**config.mk**
```make
export PLATFORM = sky130hd
export DESIGN_NAME = alu_bus_sequencer
export DESIGN_NICKNAME = d
export VERILOG_FILES = /design/src/rtl/alu_bus_sequencer_pkg.sv /design/src/rtl/alu_bus_sequencer_alu.sv /design/src/rtl/alu_bus_sequencer.sv
export SDC_FILE = /design/constraint.sdc
export NUM_CORES = 1
export LEC_CHECK = 0
export CAP_MARGIN = 15
export CORE_MARGIN = 2
export CORE_UTILIZATION = 30
export CTS_CLUSTER_SIZE = 30
export DETAILED_ROUTE_END_ITERATION = 12
export HOLD_SLACK_MARGIN = 0.15
export PLACE_DENSITY_LB_ADDON = 0.3
export RECOVER_POWER = 50
export SLEW_MARGIN = 25
export SYNTH_ARGS = -nofsm -noshare
export SYNTH_HDL_FRONTEND = slang
export SYNTH_SLANG_ARGS = --single-unit
```
**constraint.sdc**
```tcl
create_clock -name clk -period 4.8 [get_ports clk]
set_input_delay 0.72 -clock clk [delete_from_list [all_inputs] [get_ports clk]]
set_output_delay 0.72 -clock clk [all_outputs]
set_load 0.01 [all_outputs]
```
**src/rtl/alu_bus_sequencer_pkg.sv**
```systemverilog
// Shared types for the ALU bus sequencer: opcodes, sequencer states and
// opcode classification helpers.
`ifndef WORD_SIZE
`define WORD_SIZE 8
`endif

package alu_bus_sequencer_pkg;

    localparam int unsigned WORD_SIZE_DEFAULT = `WORD_SIZE;

    typedef enum logic [3:0] {
        OP_ADD = 4'd0,
        OP_ADC = 4'd1,
        OP_SUB = 4'd2,
        OP_AND = 4'd3,
        OP_OR  = 4'd4,
        OP_XOR = 4'd5,
        OP_CMP = 4'd6,
        OP_INC = 4'd7,
        OP_DEC = 4'd8,
        OP_SHR = 4'd9,
        OP_SHL = 4'd10
    } opcode_t;

    typedef enum logic [2:0] {
        IDLE   = 3'd0,
        WAIT_A = 3'd1,
        WAIT_B = 3'd2,
        EXEC   = 3'd3,
        RESULT = 3'd4
    } seq_state_t;

    function automatic logic is_unary(opcode_t op);
        return (op == OP_INC) || (op == OP_DEC);
    endfunction

    function automatic logic writes_c(opcode_t op);
        return op inside {OP_ADD, OP_ADC, OP_SUB};
    endfunction

    function automatic logic writes_zn(opcode_t op);
        return op inside {OP_ADD, OP_ADC, OP_SUB, OP_AND, OP_OR, OP_XOR, OP_CMP};
    endfunction

endpackage

```
**src/rtl/alu_bus_sequencer_alu.sv**
```systemverilog
// Combinational ALU: result plus carry/borrow, zero and negative indications.
module alu
    import alu_bus_sequencer_pkg::*;
#(
    parameter int unsigned WORD_SIZE = WORD_SIZE_DEFAULT
) (
    input  opcode_t              opcode,
    input  logic [WORD_SIZE-1:0] a,
    input  logic [WORD_SIZE-1:0] b,
    input  logic                 carry_in,
    output logic [WORD_SIZE-1:0] out,
    output logic                 c_out,
    output logic                 z_out,
    output logic                 n_out
);

    localparam logic [WORD_SIZE-1:0] ONE       = {{(WORD_SIZE-1){1'b0}}, 1'b1};
    localparam logic [WORD_SIZE:0]   SHIFT_LIM = (WORD_SIZE+1)'(WORD_SIZE);

    logic [WORD_SIZE:0] ext;
    logic               shift_oob;

    assign shift_oob = ({1'b0, b} >= SHIFT_LIM);

    always_comb begin
        ext   = '0;
        out   = '0;
        c_out = 1'b0;
        case (opcode)
            OP_ADD: ext = {1'b0, a} + {1'b0, b};
            OP_ADC: ext = {1'b0, a} + {1'b0, b} + {{WORD_SIZE{1'b0}}, carry_in};
            // Top bit of the widened difference is the borrow (a < b).
            OP_SUB: ext = {1'b0, a} - {1'b0, b};
            OP_AND: ext = {1'b0, a & b};
            OP_OR:  ext = {1'b0, a | b};
            OP_XOR: ext = {1'b0, a ^ b};
            OP_CMP: ext = {{WORD_SIZE{1'b0}}, (a == b)};
            OP_INC: ext = {1'b0, a + ONE};
            OP_DEC: ext = {1'b0, a - ONE};
            OP_SHR: ext = shift_oob ? '0 : {1'b0, a >> b};
            OP_SHL: ext = shift_oob ? '0 : {1'b0, a << b};
            default: ext = '0;
        endcase
        out   = ext[WORD_SIZE-1:0];
        c_out = ext[WORD_SIZE];
        z_out = (out == '0);
        n_out = out[WORD_SIZE-1];
    end

endmodule

```
**src/rtl/alu_bus_sequencer.sv**
```systemverilog
// Sequences one ALU operation over the shared data bus and owns the C/Z/N
// flags register; flag C feeds back as the ALU carry-in.
module alu_bus_sequencer
    import alu_bus_sequencer_pkg::*;
#(
    parameter int unsigned WORD_SIZE = WORD_SIZE_DEFAULT
) (
    input  logic                 clk,
    input  logic                 rst_n,
    input  logic                 cmd_valid,
    output logic                 cmd_ready,
    input  opcode_t              cmd_opcode,
    input  logic                 cmd_flags_we,
    input  logic [WORD_SIZE-1:0] bus_in,
    input  logic                 bus_in_valid,
    output logic                 res_valid,
    input  logic                 res_ready,
    output logic [WORD_SIZE-1:0] bus_out,
    output logic                 flag_c,
    output logic                 flag_z,
    output logic                 flag_n
);

    seq_state_t           state, next_state;
    opcode_t              opcode_q;
    logic                 flags_we_q;
    logic [WORD_SIZE-1:0] a_q, b_q;
    logic                 latch_cmd, latch_a, latch_b, exec_en;

    logic [WORD_SIZE-1:0] alu_b, alu_out;
    logic                 alu_c, alu_z, alu_n;

    always_ff @(posedge clk or negedge rst_n) begin
        if (!rst_n) state <= IDLE;
        else        state <= next_state;
    end

    always_comb begin
        next_state = state;
        cmd_ready  = 1'b0;
        res_valid  = 1'b0;
        latch_cmd  = 1'b0;
        latch_a    = 1'b0;
        latch_b    = 1'b0;
        exec_en    = 1'b0;
        case (state)
            IDLE: begin
                cmd_ready = 1'b1;
                if (cmd_valid) begin
                    latch_cmd  = 1'b1;
                    next_state = WAIT_A;
                end
            end
            WAIT_A: begin
                if (bus_in_valid) begin
                    latch_a    = 1'b1;
                    next_state = is_unary(opcode_q) ? EXEC : WAIT_B;
                end
            end
            WAIT_B: begin
                if (bus_in_valid) begin
                    latch_b    = 1'b1;
                    next_state = EXEC;
                end
            end
            EXEC: begin
                exec_en    = 1'b1;
                next_state = RESULT;
            end
            RESULT: begin
                res_valid = 1'b1;
                if (res_ready) next_state = IDLE;
            end
            default: next_state = IDLE;
        endcase
    end

    always_ff @(posedge clk or negedge rst_n) begin
        if (!rst_n) begin
            opcode_q   <= OP_ADD;
            flags_we_q <= 1'b0;
            a_q        <= '0;
            b_q        <= '0;
            bus_out    <= '0;
            flag_c     <= 1'b0;
            flag_z     <= 1'b0;
            flag_n     <= 1'b0;
        end else begin
            if (latch_cmd) begin
                opcode_q   <= cmd_opcode;
                flags_we_q <= cmd_flags_we;
            end
            if (latch_a) a_q <= bus_in;
            if (latch_b) b_q <= bus_in;
            if (exec_en) begin
                bus_out <= alu_out;
                if (flags_we_q && writes_c(opcode_q)) flag_c <= alu_c;
                if (flags_we_q && writes_zn(opcode_q)) begin
                    flag_z <= alu_z;
                    flag_n <= alu_n;
                end
            end
        end
    end

    // Unary ops never load B, so force it to zero rather than leak a stale word.
    assign alu_b = is_unary(opcode_q) ? '0 : b_q;

    alu #(
        .WORD_SIZE(WORD_SIZE)
    ) u_alu (
        .opcode  (opcode_q),
        .a       (a_q),
        .b       (alu_b),
        .carry_in(flag_c),
        .out     (alu_out),
        .c_out   (alu_c),
        .z_out   (alu_z),
        .n_out   (alu_n)
    );

endmodule

```
; Word level (Yosys, flattened, before mapping)
; Cells that the tools add are included.
[totals]
regBits = 35
in_bits = 18
out_inout_bits = 13
[classes]
add_sub_neg = 5
n_lt_le_gt_ge = 1
eq_ne = 19
shift = 2
muxes = 18
bitwise = 3
n_reduce_logical = 11
[ops]
columns = cell, count
row1 = $pmux 9 s11, 1
row2 = $mux 8, 3
row3 = $eq 4x3->1 const B, 4
row4 = $pmux 3 s5, 1
row5 = $eq 4x4->1 const B, 3
row6 = $mux 3, 4
row7 = $add 8x8->9, 1
row8 = $add 9x1->9, 1
row9 = $mux 1, 9
row10 = $sub 8x8->9, 1
row11 = $add 8x1->8 const B, 1
row12 = $and 8x8->8, 1
row13 = $eq 4x2->1 const B, 2
row14 = $eq 8x8->1, 1
row15 = $ge 8x4->1 const B, 1
row16 = $logic_not 8->1, 1
row17 = $ne 2x2->1 const B, 4
row18 = $or 8x8->8, 1
row19 = $shl 8x8->8, 1
row20 = $shr 8x8->8, 1
row21 = $sub 8x1->8 const B, 1
row22 = $xor 8x8->8, 1
row23 = $reduce_bool 7->1, 1
row24 = $eq 3x2->1 const B, 2
row25 = 10 further kinds, 12

; Logic depth before layout (Yosys ltp)
[logic_depth]
ltp_word = 7
mapped_depth = 20

; By module
; Synthesis repeated with hierarchy kept, for this count alone.
[unflattened]
hier_cells = 445
hier_area_um2 = 3963.8
[by_module_without_submodules]
columns = mod, instances, cells_per_inst, area_each_um2, seq_area_each_um2
row1 = alu, 1, 343, 2436.1, 0.0
row2 = alu_bus_sequencer, 1, 102, 1527.7, 875.8

; Worst setup path after synthesis
; OpenSTA, ideal clock, no wires.
[synth_timing]
path_kind = register -> register
start = reg opcode_q[1]
end = reg flag_c
setup_time_ps = 121
arrival_time_ps = 4142
t_required_ps = 4679
setup_slack_ps = 537
stages_incl_launch_ff = 19
n_path_buf = 5
synth_period_minus_slack_ps = 4263
cell_sequence = dfrtp_1 -> buf_6 -> or4b_4 -> buf_6 -> buf_8 -> and3_1 -> clkbuf_1 -> inv_2 -> ha_1 -> clkbuf_2 -> and3_1 -> a32oi_4 -> a211oi_1 -> o32a_1 -> o32a_1 -> or4b_4 -> xnor2_1 -> nor2_1 -> o22a_1
[synth_between]
elab_chain_cells = 6
word_cells_on_any_way = 20
cone_classes = add/sub: 3 / eq/ne: 10 / mux: 2 / reduce/logical: 5
[synth_rtl]
columns = item, line_no
row1 = "start, declared", alu_bus_sequencer.sv:25  ; opcode_t opcode_q;
row2 = "start signal, assigned", alu_bus_sequencer.sv:90  ; opcode_q <= cmd_opcode;
row3 = $eq 4x3->1 / $eq 4x4->1 (equally long branches), "alu_bus_sequencer_pkg.sv:34, alu_bus_sequencer_alu.sv:29"
row4 = $logic_or 1x1->1, alu_bus_sequencer_pkg.sv:34  ; return (op == OP_INC) || (op == OP_DEC);
row5 = $mux 8, alu_bus_sequencer.sv:107  ; assign alu_b = is_unary(opcode_q) ? '0 : b_q;
row6 = $add 8x8->9, "alu_bus_sequencer_alu.sv:30, alu_bus_sequencer_alu.sv:31"
row7 = $add 9x1->9, alu_bus_sequencer_alu.sv:31  ; OP_ADC: ext = {1'b0, a} + {1'b0, b} + {{WORD_SIZE{1'b0}}, carry_in};
row8 = $pmux 9 s11, alu_bus_sequencer_alu.sv:29  ; case (opcode)
row9 = "end signal, assigned", alu_bus_sequencer.sv:97  ; if (flags_we_q && writes_c(opcode_q)) flag_c <= alu_c;
row10 = "end, declared", alu_bus_sequencer.sv:19  ; output logic flag_c,
; Parallel ways exist; a longest one is shown, timed or not.
; A chain may end at the register's enable or synchronous reset.

; Final worst setup path
[layout_timing]
start = reg opcode_q[3]
end = reg flag_z
[layout_between]
elab_chain_cells = 7
word_cells_on_any_way = 30
cone_classes = add/sub: 3 / order compare: 1 / eq/ne: 11 / shift: 2 / mux: 4 / bitwise: 3 / reduce/logical: 6
[layout_rtl]
columns = item, line_no
row1 = $eq 4x3->1 / $eq 4x4->1 (equally long branches), "alu_bus_sequencer_pkg.sv:34, alu_bus_sequencer_alu.sv:29"
row2 = $logic_or 1x1->1, alu_bus_sequencer_pkg.sv:34
row3 = $mux 8, alu_bus_sequencer.sv:107
row4 = $add 8x8->9 (tied with other cells), "alu_bus_sequencer_alu.sv:30, alu_bus_sequencer_alu.sv:31"
row5 = $add 9x1->9 (tied with other cells), alu_bus_sequencer_alu.sv:31
row6 = $pmux 9 s11, alu_bus_sequencer_alu.sv:29
row7 = $logic_not 8->1, alu_bus_sequencer_alu.sv:46  ; z_out = (out == '0);
row8 = "end signal, assigned", alu_bus_sequencer.sv:99  ; flag_z <= alu_z;
row9 = "end, declared", alu_bus_sequencer.sv:20  ; output logic flag_z,
; Parallel ways exist; a longest one is shown, timed or not.

==> results.md <==
* Status: finished, violations left
* Failing checks: max-capacitance violations, max-slew violations
* Layout Nets at approximately 600
* Chip height at between 100 and 150 um
* Routed Antenna Nets at 0
* Number of synthesized flops with an enable pin at 0
* Final setup vio count at 0
* Die W at 122 um
* DR vias at around 4,300
* Hold buffer count at CTS at 0
* Final Cycle Share at 90.9%
* Reg2reg setup slack at approximately 440 ps
* Seq/Total Area, Yosys at a little over a fifth
* IO Pins at 31
* Layout cells sized above 1 at about a tenth
* Crit start category: register
* Routability cong. at approximately 0.97
* Seq cells post-synth at 35
* Worst-Margin Slew at about 2000 ps
* TritonCTS Buffers at 5
* Clk buf depth at 2
* CP Launch Point: opcode_q[3]
* GR Util All Layers at 19.5%
* R2r startpoint: opcode_q[3]
* Worst clock skew at approximately 4.5 ps
* CP arrival at 4550 ps
* Synth warn at 0
* Post-cts gate resize count at 0
* Clk_lat worst skew at roughly 290 ps
* Core box area at 13,800 um^2
* Final instance area at 4790 um^2
* Vias/cell at 5.86
* 1st-iter DRT viols at 335
* Post-CTS Setup Bufs at 0
* WL final at 14.4 mm
* First-pass GRT wire length at between 20 and 25 mm
* TritonCTS clock tree: built
* Setup tns final at 0 ps
* GR Overflow Total at 0
* Critical Path Fanout Max at 14
* DRT Pass-1 Iters at 5
* Synth unique cells at 79
* R2r worst-path depth at 14
* Vias in the first global route at between 4,000 and 5,000
* Clock transition at the registers of the reported paths at 60 ps
* Sink Count at 35
* Setup CP Type: register to register
* Tmin final at between 4000 and 5000 ps
* End of the worst register-to-register path: flag_z
* # H-tree levels at 2
* Req. time, crit path at approximately 5000 ps
* Site Rows at 43
* # DRC at 0
* Synth-to-Final Area Change at 14.4%
* Placed Area at ~4600 um^2
* Post-synth ARST share at between 90% and 100%
* Final design utilization at a little over a third
* F_max at approximately 0.23 GHz
* Wire per inst at 19.7 um
* Hold WC Path Type: register to register
* Final Max Tran Viols at 36
* Post-synth top flop: dfrtp_1
* Largest net degree at the start of global routing at 36
* PortBufs at 30
* Die ar. at around 15,000 um^2
* Initial Util at 30.4%
* Clock root buffer: clkbuf_16
* Syn_nets at a little under 600
* Slew Limit Headroom at -29.7%
* Avg Cell Area, Syn at 7.83 um^2
* RSZ-0062 raised after global routing: false
* Post-synthesis cell area at around 4200 um^2
* Post-Synthesis Cells at roughly 540
* Fin. Hold Viols at 0
* Critical Path Sink Type: register
* Final HPWL from detailed placement at between 10 and 15 mm
* Max-Cap Viols at 1
* # diodes at 0
* Initial antenna violation count at 0
* Hold_ws at about 490 ps
* Crit path capture: flag_z
## cell usage after synthesis, types with 15 or more instances
cell | number | area, um^2
o21ai_0 | 41 | 205
nand2_1 | 55 | 206
inv_1 | 33 | 124
nor2_1 | 43 | 161
mux2_2 | 15 | 169
nor3_1 | 15 | 75.1
a21oi_1 | 25 | 125
xnor2_1 | 17 | 149
ha_1 | 34 | 425
dfrtp_1 | 35 | 876
clkbuf_1 | 27 | 101
## sequential cells by signal, summed over array words and instances, names as in the netlist
| register | flops |
|---|---|
| a_q | 8 |
| b_q | 8 |
| bus_out | 8 |
| opcode_q | 4 |
| state | 3 |
| flag_c | 1 |
| flag_n | 1 |
| flag_z | 1 |
| flags_we_q | 1 |
## cell type report
cell class	count	area [um^2]
timing repair buffer	47	422
clock inverter	3	20.0
fill	1513	8980
sequential	35	876
inverter	35	131
multi-input combinational	425	2990
clock buffer	5	125
tap	180	225
## kinds of logic after synthesis
family	synth area share (%)
adder cells (fa/ha/maj)	10.6
AND/OR/NAND/NOR	20.9
AO/OA/AOI/OAI	29.4
multiplexers	6.43
flip-flops	20.9
XOR/XNOR	3.97
buffers and inverters	7.74
## metrics by stage
step,setup slack (ps),cells
6_report,438,730
5_1_grt,250,730
4_1_cts,468,730
3_5_place_dp,479,722
3_3_place_gp,552,722
2_1_floorplan,537,535
## metal layers
metal  wire length, um  global-route usage, %  up-vias
met4               529                   8.19        0
met5                 0                      0        -
met1              6410                   26.5     2077
met3               898                   2.57       29
li1                  -                      -     2006
met2              6570                   31.1      169
## how the worst min path moves through the flow
stage / slack [ps] / to / from / depth (start not counted)
after floorplan: 420 / a_q[0] / rst_n / 0
after global placement: 470 / bus_out[1] / bus_out[1] / 2
after detailed placement: 480 / flag_z / flag_z / 2
after CTS: 500 / bus_out[1] / bus_out[1] / 2
after global routing: 520 / flag_z / flag_z / 2
final: 490 / bus_out[1] / bus_out[1] / 2
## worst max-delay path: stages (launching register included)
cell and delay (ps):
dfrtp_1 460, or4b_4 640, nand3_1 280, inv_1 100, ha_1 360, inv_1 60, ha_1 280, a31oi_1 160
nor3_1 60, a2111oi_0 500, o41ai_1 240, a31oi_1 190, nand3_1 160, or4_1 560, o41ai_2 200
## cell usage in the layout, fill, tap and decap left out, types with 4 or more instances in the layout
master and n:
nand2_1 55, nor2_1 42, o21ai_0 41, dfrtp_1 35, ha_1 34, inv_1 33, clkdlybuf4s50_1 26, a21oi_1 25
xnor2_1 17, buf_4 17, nor3_1 15, mux2_2 15, nand3_1 13, a31oi_1 13, mux2i_1 10, and3_1 7
o211ai_1 7, nor4_1 7, a22o_1 7, o31ai_1 6, a211oi_1 6, a221oi_1 6, nand3b_1 5, nand2b_1 5
nor2b_1 5, o221ai_1 5, clkbuf_16 5, nor3b_1 4, nand4_1 4, a32oi_1 4
Power is not shown: default switching activity piles up to over one toggle a cycle in this logic, so the estimate is an artifact.
